--- src/rtl/instr_encoder.sv ---
// RV32I field-bundle encoder feeding a small FIFO that streams words with
// sequential byte addresses to an instruction-memory write port.
module instr_encoder #(
  parameter int          DEPTH     = 4,
  parameter logic [31:0] BASE_ADDR = 32'h0000_0000
) (
  input  logic                       clk,
  input  logic                       rst,
  input  logic                       flush,
  input  logic                       in_valid,
  output logic                       in_ready,
  input  logic [4:0]                 in_op,
  input  logic [2:0]                 in_funct3,
  input  logic                       in_funct7_6,
  input  logic [4:0]                 in_rd,
  input  logic [4:0]                 in_rs1,
  input  logic [4:0]                 in_rs2,
  input  logic [31:0]                in_imm,
  output logic                       out_valid,
  input  logic                       out_ready,
  output logic [31:0]                out_instr,
  output logic [31:0]                out_addr,
  output logic [$clog2(DEPTH):0]     count,
  output logic                       err
);
  localparam int AW = $clog2(DEPTH);
  localparam int CW = AW + 1;

  localparam logic [4:0] OP_R     = 5'b01100;
  localparam logic [4:0] OP_IARI  = 5'b00100;
  localparam logic [4:0] OP_LOAD  = 5'b00000;
  localparam logic [4:0] OP_JALR  = 5'b11001;
  localparam logic [4:0] OP_S     = 5'b01000;
  localparam logic [4:0] OP_B     = 5'b11000;
  localparam logic [4:0] OP_LUI   = 5'b01101;
  localparam logic [4:0] OP_AUIPC = 5'b00101;
  localparam logic [4:0] OP_JAL   = 5'b11011;

  logic [31:0]   mem [DEPTH];
  logic [AW-1:0] wr_ptr, rd_ptr;
  logic [31:0]   enc_word;
  logic          enc_legal;
  logic [11:0]   imm_i;
  logic          accept, push, pop;

  // Shift-immediate ops carry funct7 bit 30 in the upper immediate bits.
  always_comb begin
    if (in_funct3 == 3'b001 || in_funct3 == 3'b101)
      imm_i = {1'b0, in_funct7_6, 5'b0, in_imm[4:0]};
    else
      imm_i = in_imm[11:0];
  end

  always_comb begin
    enc_word  = '0;
    enc_legal = 1'b1;
    case (in_op)
      OP_R:     enc_word = {1'b0, in_funct7_6, 5'b0, in_rs2, in_rs1, in_funct3, in_rd, in_op, 2'b11};
      OP_IARI:  enc_word = {imm_i, in_rs1, in_funct3, in_rd, in_op, 2'b11};
      OP_LOAD:  enc_word = {in_imm[11:0], in_rs1, in_funct3, in_rd, in_op, 2'b11};
      OP_JALR:  enc_word = {in_imm[11:0], in_rs1, 3'b000, in_rd, in_op, 2'b11};
      OP_S:     enc_word = {in_imm[11:5], in_rs2, in_rs1, in_funct3, in_imm[4:0], in_op, 2'b11};
      OP_B:     enc_word = {in_imm[12], in_imm[10:5], in_rs2, in_rs1, in_funct3,
                            in_imm[4:1], in_imm[11], in_op, 2'b11};
      OP_LUI,
      OP_AUIPC: enc_word = {in_imm[31:12], in_rd, in_op, 2'b11};
      OP_JAL:   enc_word = {in_imm[20], in_imm[10:1], in_imm[11], in_imm[19:12], in_rd, in_op, 2'b11};
      default:  enc_legal = 1'b0;
    endcase
  end

  assign in_ready  = (count != CW'(DEPTH));
  assign out_valid = (count != '0);
  assign out_instr = mem[rd_ptr];

  // Illegal bundles still complete the handshake; they just never reach the FIFO.
  assign accept = in_valid & in_ready & ~flush;
  assign push   = accept & enc_legal;
  assign pop    = out_valid & out_ready & ~flush;

  always_ff @(posedge clk or posedge rst) begin
    if (rst) begin
      count    <= '0;
      wr_ptr   <= '0;
      rd_ptr   <= '0;
      out_addr <= BASE_ADDR;
      err      <= 1'b0;
      for (int i = 0; i < DEPTH; i++) mem[i] <= '0;
    end else if (flush) begin
      count    <= '0;
      wr_ptr   <= '0;
      rd_ptr   <= '0;
      out_addr <= BASE_ADDR;
      err      <= 1'b0;
    end else begin
      if (push) begin
        mem[wr_ptr] <= enc_word;
        wr_ptr      <= wr_ptr + AW'(1);
      end
      if (pop) begin
        rd_ptr   <= rd_ptr + AW'(1);
        out_addr <= out_addr + 32'd4;
      end
      case ({push, pop})
        2'b10:   count <= count + CW'(1);
        2'b01:   count <= count - CW'(1);
        default: count <= count;
      endcase
      if (accept && !enc_legal) err <= 1'b1;
    end
  end
endmodule
--- config.mk ---
export PLATFORM = sky130hd
export DESIGN_NAME = instr_encoder
export DESIGN_NICKNAME = d
export VERILOG_FILES = /design/src/rtl/instr_encoder.sv
export SDC_FILE = /design/constraint.sdc
export NUM_CORES = 1
export LEC_CHECK = 0
export CAP_MARGIN = 20
export CORE_MARGIN = 2
export CORE_UTILIZATION = 52
export CTS_BUF_LIST = sky130_fd_sc_hd__clkbuf_4 sky130_fd_sc_hd__clkbuf_8
export DETAILED_ROUTE_END_ITERATION = 10
export PLACE_DENSITY = 0.82
export SYNTH_ARGS = -nofsm -noshare
export SYNTH_HDL_FRONTEND = slang
export SYNTH_SLANG_ARGS = --single-unit
--- constraint.sdc ---
create_clock -name clk -period 6.4 [get_ports clk]
set_clock_uncertainty 0.15 [all_clocks]
set_input_delay 0.64 -clock clk [delete_from_list [all_inputs] [get_ports clk]]
set_output_delay 0.64 -clock clk [all_outputs]
set_load 0.01 [all_outputs]
### Yosys cells after proc, flatten, opt, wreduce, memory -nomap -nowiden

Cells that the tools add are included.

* bits in registers: 168
* input bits: 61
* output and inout port bits: 70
* word-level logic and storage cells: 70

* add/subtract/negate cells: 5
* $lt $le $gt $ge: 3
* equal/unequal tests: 13
* multiplexer cells: 19
* bitwise gates (word level): 8
* reduce and logical (&&, ||, !) cells: 13

Operators by type and width (count)
* 32-bit case mux with 8 select lines: 1
* 32-bit 2-to-1 mux: 5
* 128-bit bitwise mux: 1
* 32-bit binary-select mux with 2-bit select: 1
* 32-bit demux with 2-bit select: 1
* 32-bit by 3-bit adder with 32-bit output (second input constant): 1
* 5-bit by 4-bit == test with 1-bit output (second input constant): 3
* 5-bit == test (second input constant): 3
* 12-bit 2-to-1 mux: 1
* 5-bit by 3-bit == test with 1-bit output (second input constant): 2
* 9-bit OR reduction: 1
* 2-bit 2-to-1 mux: 4
* 3-bit >= comparator (second input constant): 2
* 2-bit NOT with 3-bit output: 2
* 3-bit case mux with 2 select lines: 1
* 2-bit nonzero test: 3
* 3-bit nonzero test: 2
* 1-bit bitwise AND: 5
* 5-bit logical NOT: 1
* 2-bit by 1-bit adder with 2-bit output (second input constant): 2
* 3-bit by 1-bit adder with 3-bit output (second input constant): 1
* 3-bit by 1-bit == test with 1-bit output (second input constant): 1
* 3-bit == test (second input constant): 1
* 3-bit by 1-bit less-than comparator with 1-bit output (second input constant): 1
* 12 further kinds: 15

### Longest topological paths before layout

Gate-level depths: netlist (run 1).

* word-level depth: 7
* gate-level depth with buffers: 12
* mapped depth without buffers: 9

### Worst setup path after synthesis (run 1)

Ideal clock, no wire load.

* kind: input port to flip-flop
* start: in in_op[2]
* end: reg count[2]
* library setup time: 0.064 ns
* data arrival time: 2.796 ns
* required time: 6.186 ns
* path slack: 3.390 ns
* stages on the path: 11
* path buffers: 2
* cell sequence: clkbuf_1 nand3b_1 o2bb2ai_2 and2_4 buf_6 nor3_1 fa_1 or3_1 a22o_1 a21oi_1 a21o_1

* word-level cells in the longest chain between the ends: 7
* elaborated cells on any way between the ends: 17
* classes of those cells: 10 x eq/ne; 3 x mux; 1 x bitwise; 3 x reduce/logical

RTL lines
* start: declaration: RTL line 12 `input logic [4:0] in_op,`
* 5-bit == test (tied with other cells): RTL line 57 `case (in_op)`
* 9-bit OR reduction (no source line) *
* 1-bit 2-to-1 mux *: RTL line 57
* 1-bit bitwise AND *: RTL line 78 `assign push = accept & enc_legal;`
* 2-bit by 1-bit == test with 1-bit output or 2-bit == test (tied branches): RTL line 104 `case ({push, pop})`
* 3-bit case mux with 2 select lines: RTL line 104
* 3-bit 2-to-1 mux: RTL line 89 `end else if (flush) begin`
* end signal: assignment: RTL line 105 `2'b10: count <= count + CW'(1);`
* end signal: assignment: RTL line 106 `2'b01: count <= count - CW'(1);`
* end signal: assignment: RTL line 107 `default: count <= count;`
* end: declaration: RTL line 23 `output logic [$clog2(DEPTH):0] count,`

Every way passes the cells marked *; elsewhere a longest branch is shown, timed or not.
A chain may end at the register's enable or synchronous reset.

### Worst setup path in the final report (run 1)

* start: in in_op[4]
* end: reg count[2]

The elaborated chain is that of the path after synthesis.

==> results.toml, run 1 <==
[run_status]
status = "finished, final reports clean"

[power]
pwr-share-seq_pct = 49.8
powerDensity_mw_per_mm2 = 235
switchingPower_w = 0.000568
clock_power_share_pct = 31.8
combinationalPowerShare_pct = 18.4
peakVddDrop_v = 0.000116
switching_share_pct = 25.2
finalPower_w = 0.00226
p_int_w = 0.00169
cellLeakagePower_nw = 4.37

[logic_synthesis]
synthArstFlopShare_pct = 100
syn_area_sq_mm = 0.00783
synth.area.top_cells = "dfrtp_1 (52%), mux2_2 (16%), mux4_2 (8.9%)"
synthCells = 606
synth_top_area_cell = "dfrtp_1"
synth_edf_count = 0
synth_area_per_cell_sq_um = 12.9
synth_ff_type = "dfrtp_1"
yosys_register_bits = 162
ys_seq_area_share_pct = 51.8
synth_top_area_share_pct = 51.8
ys_warn_count = 0
yosys.cell_types.count = 55

[sta]
clock.fmax_mhz = 287
slew_headroom_pct = 26.5
tns_ns = 0
setup_viol = 0
rsz0062_at_grt = "false"
worst_slack_ns = 2.91
period_needed_ns = 3.49
worst_pin_slew_ns = 1.09
finalMaxSlewViolations = 0
post-route-period-util_pct = 54.5
hold_viol = 0
whs_ns = 0.312

[final_layout]
multi_input_area_sq_mm = 0.00357
fillers = 1110
seqCellArea_sq_mm = 0.00406
layout_commonest_cell = "dfrtp_1"
layout-drive-gt1-share_pct = 26.7
fin_area_sq_mm = 0.00961
final_cell_mix = "dfrtp_1 (160), clkdlybuf4s50_1 (128), mux2_2 (113)"
nNetsFinal = 786
antenna_cells = 0
syn_to_final_growth_pct = 22.8

[clock_tree]
cts_num_sinks = 162
cts_hold_buffers = 0
clockBufferDepth = 2
cts_max_level = 4
cts-root-buf = "clkbuf_8"
cts_buffers = 17
clk_latency_ns = 0.45
post_cts_resize_count = 0
cts.clk_slew.worst_paths_ns = 0.08
post_cts_buffers = 0
cts_tree = "done"

[place]
dp_hpwl_mm = 12.1
io_buffer_count = 128
placed_cell_area_sq_mm = 0.00920
gp_congestion = 0.849
pre_cts_slack_ns = 2.48

[hold_path]
min_path_cells = 1
hold_end = "mem[33]$_DFFE_PP0P_"
hp-class = "reg -> reg"
hp-start = "mem[33]$_DFFE_PP0P_"

[floorplanning]
die_w_um = 127
core_sq_mm = 0.0146
start_util_pct = 53.5
num_rows = 44
io_pins = 131
dieArea_sq_mm = 0.0161
die_y_um = 127

[worst_setup_path]
r2r-start = "count[2]$_DFFE_PP0P_"
crit_fanout = 16
cp.required_ns = 6.64
start_kind = "primary input"
worstSetupStartpoint = "in_op[4]"
cp.arrival_ns = 3.73
max_stage_delay_ns = 0.78
r2r_cells = 9
end_kind = "register"
timing.rr.end = "count[2]$_DFFE_PP0P_"
cpMaxStageDelayCell = "clkdlybuf4s50_1"
crit_type = "in -> reg"
rrSetupSlack_ns = 3.51
worstPathCellList = "clkdlybuf4s50_1, nand3b_1, o2bb2ai_2, and2_4, nor3_1, fa_1, or3_1, a22o_1, a21oi_1, a21o_1"

[global_route]
grt_first_pass_wirelength_mm = 29.2
grt_pass1_vias = 5496
grt_use_met3_pct = 5.10
busiest_layer = "met2"
overflow = 0
antenna_found_initial = 0
met1_usage_pct = 32.7
grt.total_usage_pct = 23.6
grt_max_degree = 106
met2_usage_pct = 38.3

[drt]
drt-total-wl_mm = 18.1
wire_per_inst_um = 19.8
ant_nets = 0
drc_errors = 0
drtPass1Iterations = 5
drtIter0Drc = 397
vias = 5371
vias_per_cell = 5.87

[job]
maxCapViolations = 0
worst max-delay path by stage:
stage	to	slack (ns)	depth (start not counted)
after detailed placement	count[2]$_DFFE_PP0P_	2.48	10
after CTS	out_instr[31]	2.82	2
after floorplan	count[0]$_DFFE_PP0P_	1.23	1
after global placement	count[2]$_DFFE_PP0P_	2.58	10
after global routing	count[2]$_DFFE_PP0P_	2.72	10
final	count[2]$_DFFE_PP0P_	2.91	10
per-layer routing:
layer,wire (um),vias up
li1,-,2415
met1,7950,2763
met2,9020,177
met3,999,16
met4,161,0
met5,0,-
flip-flops by register name, indices dropped and copies added, names as in the netlist:
signal and cells:
count 3, err 1, mem 124, out_addr 30
rd_ptr 2, wr_ptr 2
area by class of cell:
class | count | share of cell area [%]
multi-input combinational | 395 | 37.2
clock buffer | 27 | 3.47
tap | 184 | 2.39
inverter | 10 | 0.442
timing repair buffer | 133 | 13.8
sequential | 162 | 42.2
clock inverter | 4 | 0.508
critical path: cells and delay by family:
family / cells / cell delay (ns)
buffers and inverters: 1 / 0.78
adder cells (fa/ha/maj): 1 / 0.45
AND/OR/NAND/NOR: 4 / 0.97
AO/OA/AOI/OAI: 4 / 0.90
kinds of logic (layout without fill, tap and decap cells):
group | Yosys count | in the layout | synth area share (%)
muxes | 144 | 144 | 25.2
xor gates and xnor gates | 32 | 32 | 3.58
buffers and inverters | 50 | 174 | 3.02
DFF | 162 | 162 | 51.8
and+or+nand+nor | 148 | 148 | 9.48
adders and majority gates | 6 | 6 | 1.05
other | 1 | 2 | 0.0479
AOI/OAI and AO/OA | 63 | 63 | 5.85
synthesized netlist by cell type (all sizes together) (9+ instances only):
cell type,count
a21oi,9
nand2,36
nand3,18
nand4,10
buf,23
o21ai,12
xor2,26
dfrtp,162
mux4,31
nor2,42
a22o,18
clkbuf,17
inv,10
mux2,113
stage by stage:
stage	std cells	util [%]
2_1_floorplan	607	-
3_3_place_gp	881	62.8
3_5_place_dp	881	62.8
4_1_cts	912	65.4
5_1_grt	915	65.7
6_report	915	65.7
power by group through the flow:
stage | registers, W | logic [W] | clock network (W)
CTS | 0.00114 | 0.000395 | 0.000734
detailed placement | 0.00116 | 0.000394 | 0
floorplan | 0.00112 | 0.000241 | 0
global route | 0.00113 | 0.000447 | 0.000777
finish | 0.00112 | 0.000414 | 0.000718
global placement | 0.00116 | 0.000384 | 0
No activity file was read; power rests on OpenSTA's default activity.
==> run 2: changes to the inputs <==
==> constraint.sdc (replaced) <==
create_clock -name clk -period 3.55 [get_ports clk]
set_clock_uncertainty 0.15 [all_clocks]
set_input_delay 0.355 -clock clk [delete_from_list [all_inputs] [get_ports clk]]
set_output_delay 0.355 -clock clk [all_outputs]
set_load 0.01 [all_outputs]
==> results.toml, run 2 (same netlist as run 1, synthesis figures left out) <==
[global_route]
overflow = 0
antenna_found_initial = 0
grt_first_pass_wirelength_mm = 29.9
grt.total_usage_pct = 23.9
grt_max_degree = 163
grt_pass1_vias = 5662

[worst_setup_path]
crit_type = "reg -> out"
end_kind = "primary output"
max_stage_delay_ns = 0.90
critical-path-top-delay-family = "flip-flops"
cp.required_ns = 3.04
crit_cells = 3
r2r_cells = 7
critPathBufInv = 2
cp.arrival_ns = 2.53
cpMaxStageDelayCell = "dfrtp_2"
worstPathCellList = "buf_4, mux4_2, clkdlybuf4s50_1"
start_kind = "register"
crit_fanout = 25

[clock_tree]
cts.clk_slew.worst_paths_ns = 0.08
cts_tree = "done"
post_cts_resize_count = 0
cts_num_sinks = 162
cts-root-buf = "clkbuf_8"
clk_latency_ns = 0.45
clockBufferDepth = 2
cts_hold_buffers = 0
cts_max_level = 4
post_cts_buffers = 0
cts_buffers = 17

[floorplanning]
die_y_um = 127
io_pins = 131
dieArea_sq_mm = 0.0161
core_sq_mm = 0.0146
start_util_pct = 53.5
num_rows = 44
die_w_um = 127

[sta]
finalMaxSlewViolations = 0
hold_viol = 0
tns_ns = 0
slew_headroom_pct = 33.0
post-route-period-util_pct = 85.5
rsz0062_at_grt = "false"
period_needed_ns = 3.04
setup_viol = 0
worst_pin_slew_ns = 0.993
clock.fmax_mhz = 329
worst_slack_ns = 0.514

[final_layout]
nNetsFinal = 798
antenna_cells = 0
layout_commonest_cell = "dfrtp_1"
fillers = 1033
largest_reg_flops = 124
layout-drive-gt1-share_pct = 27.8
top_register = "mem"
syn_to_final_growth_pct = 25.5
top_regs = "mem x124, out_addr x30, count x3"
final_cell_mix = "dfrtp_1 (160), clkdlybuf4s50_1 (128), mux2_2 (113)"

[place]
gp_congestion = 0.921
dp_hpwl_mm = 12.3
pre_cts_slack_ns = 0.343
io_buffer_count = 128

[drt]
drtPass1Iterations = 5
vias_per_cell = 5.87
vias = 5432
wire_per_inst_um = 19.8
drtIter0Drc = 345
drt-total-wl_mm = 18.3
drc_errors = 0
ant_nets = 0

[job]
maxCapViolations = 0

[power]
peakVddDrop_v = 0.000217
cellLeakagePower_nw = 4.47
powerDensity_mw_per_mm2 = 441

[run_status]
status = "finished, final reports clean"

[hold_path]
hp-class = "in -> async"
==> run 2: changes by cell type in the layout (fill, tap and decap cells not counted), sizes merged <==
cell / previous run / this run
buf: 4 / 17
bufinv: 1 / 5
clkbuf: 28 / 21
clkinv: 3 / 2
clkinvlp: 0 / 3
inv: 10 / 9
==> run 2: path summary, 6_finish.rpt <==
| check | startpoint | to | slack [ns] |
|---|---|---|---|
| min | rst | count[1]$_DFFE_PP0P_ | 0.31 |
| max | rd_ptr[1]$_DFFE_PP0N_ | out_instr[29] | 0.51 |
| min reg2reg | mem[1]$_DFFE_PP0P_ | mem[1]$_DFFE_PP0P_ | 0.32 |
| max in group asynchronous | rst | rd_ptr[0]$_DFFE_PP0N_ | 2.22 |
| max reg2reg | count[1]$_DFFE_PP0P_ | count[2]$_DFFE_PP0P_ | 0.74 |
| min in group clk | mem[1]$_DFFE_PP0P_ | mem[1]$_DFFE_PP0P_ | 0.32 |
==> run 2: area by class of cell <==
| class | instances | area, sq um | share of cell area [%] |
|---|---|---|---|
| clock inverters | 9 | 179 | 1.82 |
| multi-input cells | 395 | 3570 | 36.4 |
| repair buffers | 145 | 1460 | 14.9 |
| well taps | 184 | 230 | 2.34 |
| clock buffers | 21 | 283 | 2.88 |
| flip-flops and latches | 162 | 4060 | 41.3 |
| inverters | 10 | 41.3 | 0.420 |
==> run 2: layer usage <==
layer  global-route usage [%]  wire, um  vias up
li1                         -         -     2452
met1                     31.9      7910     2793
met5                        0         0        -
met2                     40.2      9290      165
met4                     7.30       279        0
met3                     4.77       843       22
==> run 2: worst register-to-register path: stages, from the launching register on <==
cell and delay [ns]:
dfrtp_1 0.49, o31ai_1 0.70, nor3_1 0.14, fa_1 0.46, or3_1 0.40, a22o_1 0.19
a21oi_1 0.12, a21o_1 0.10
==> run 2: report_power, final <==
part	switching, W	internal [W]	total (W)
Combinational	0.000334	0.000431	0.000765
Clock	0.000651	0.000894	0.00155
Sequential	0.0000759	0.00195	0.00202
Total	0.00106	0.00327	0.00433
==> run 2: stage by stage <==
stage	utilization [%]	hold slack [ns]	total power [W]	std cells	area, sq um
after floorplan	-	0.279	0.00246	607	7840
after global placement	63.9	0.294	0.00279	896	9360
after detailed placement	63.9	0.302	0.00283	896	9360
after CTS	67.1	0.323	0.00436	926	9820
after global routing	67.1	0.352	0.00452	926	9820
final	67.1	0.314	0.00433	926	9820
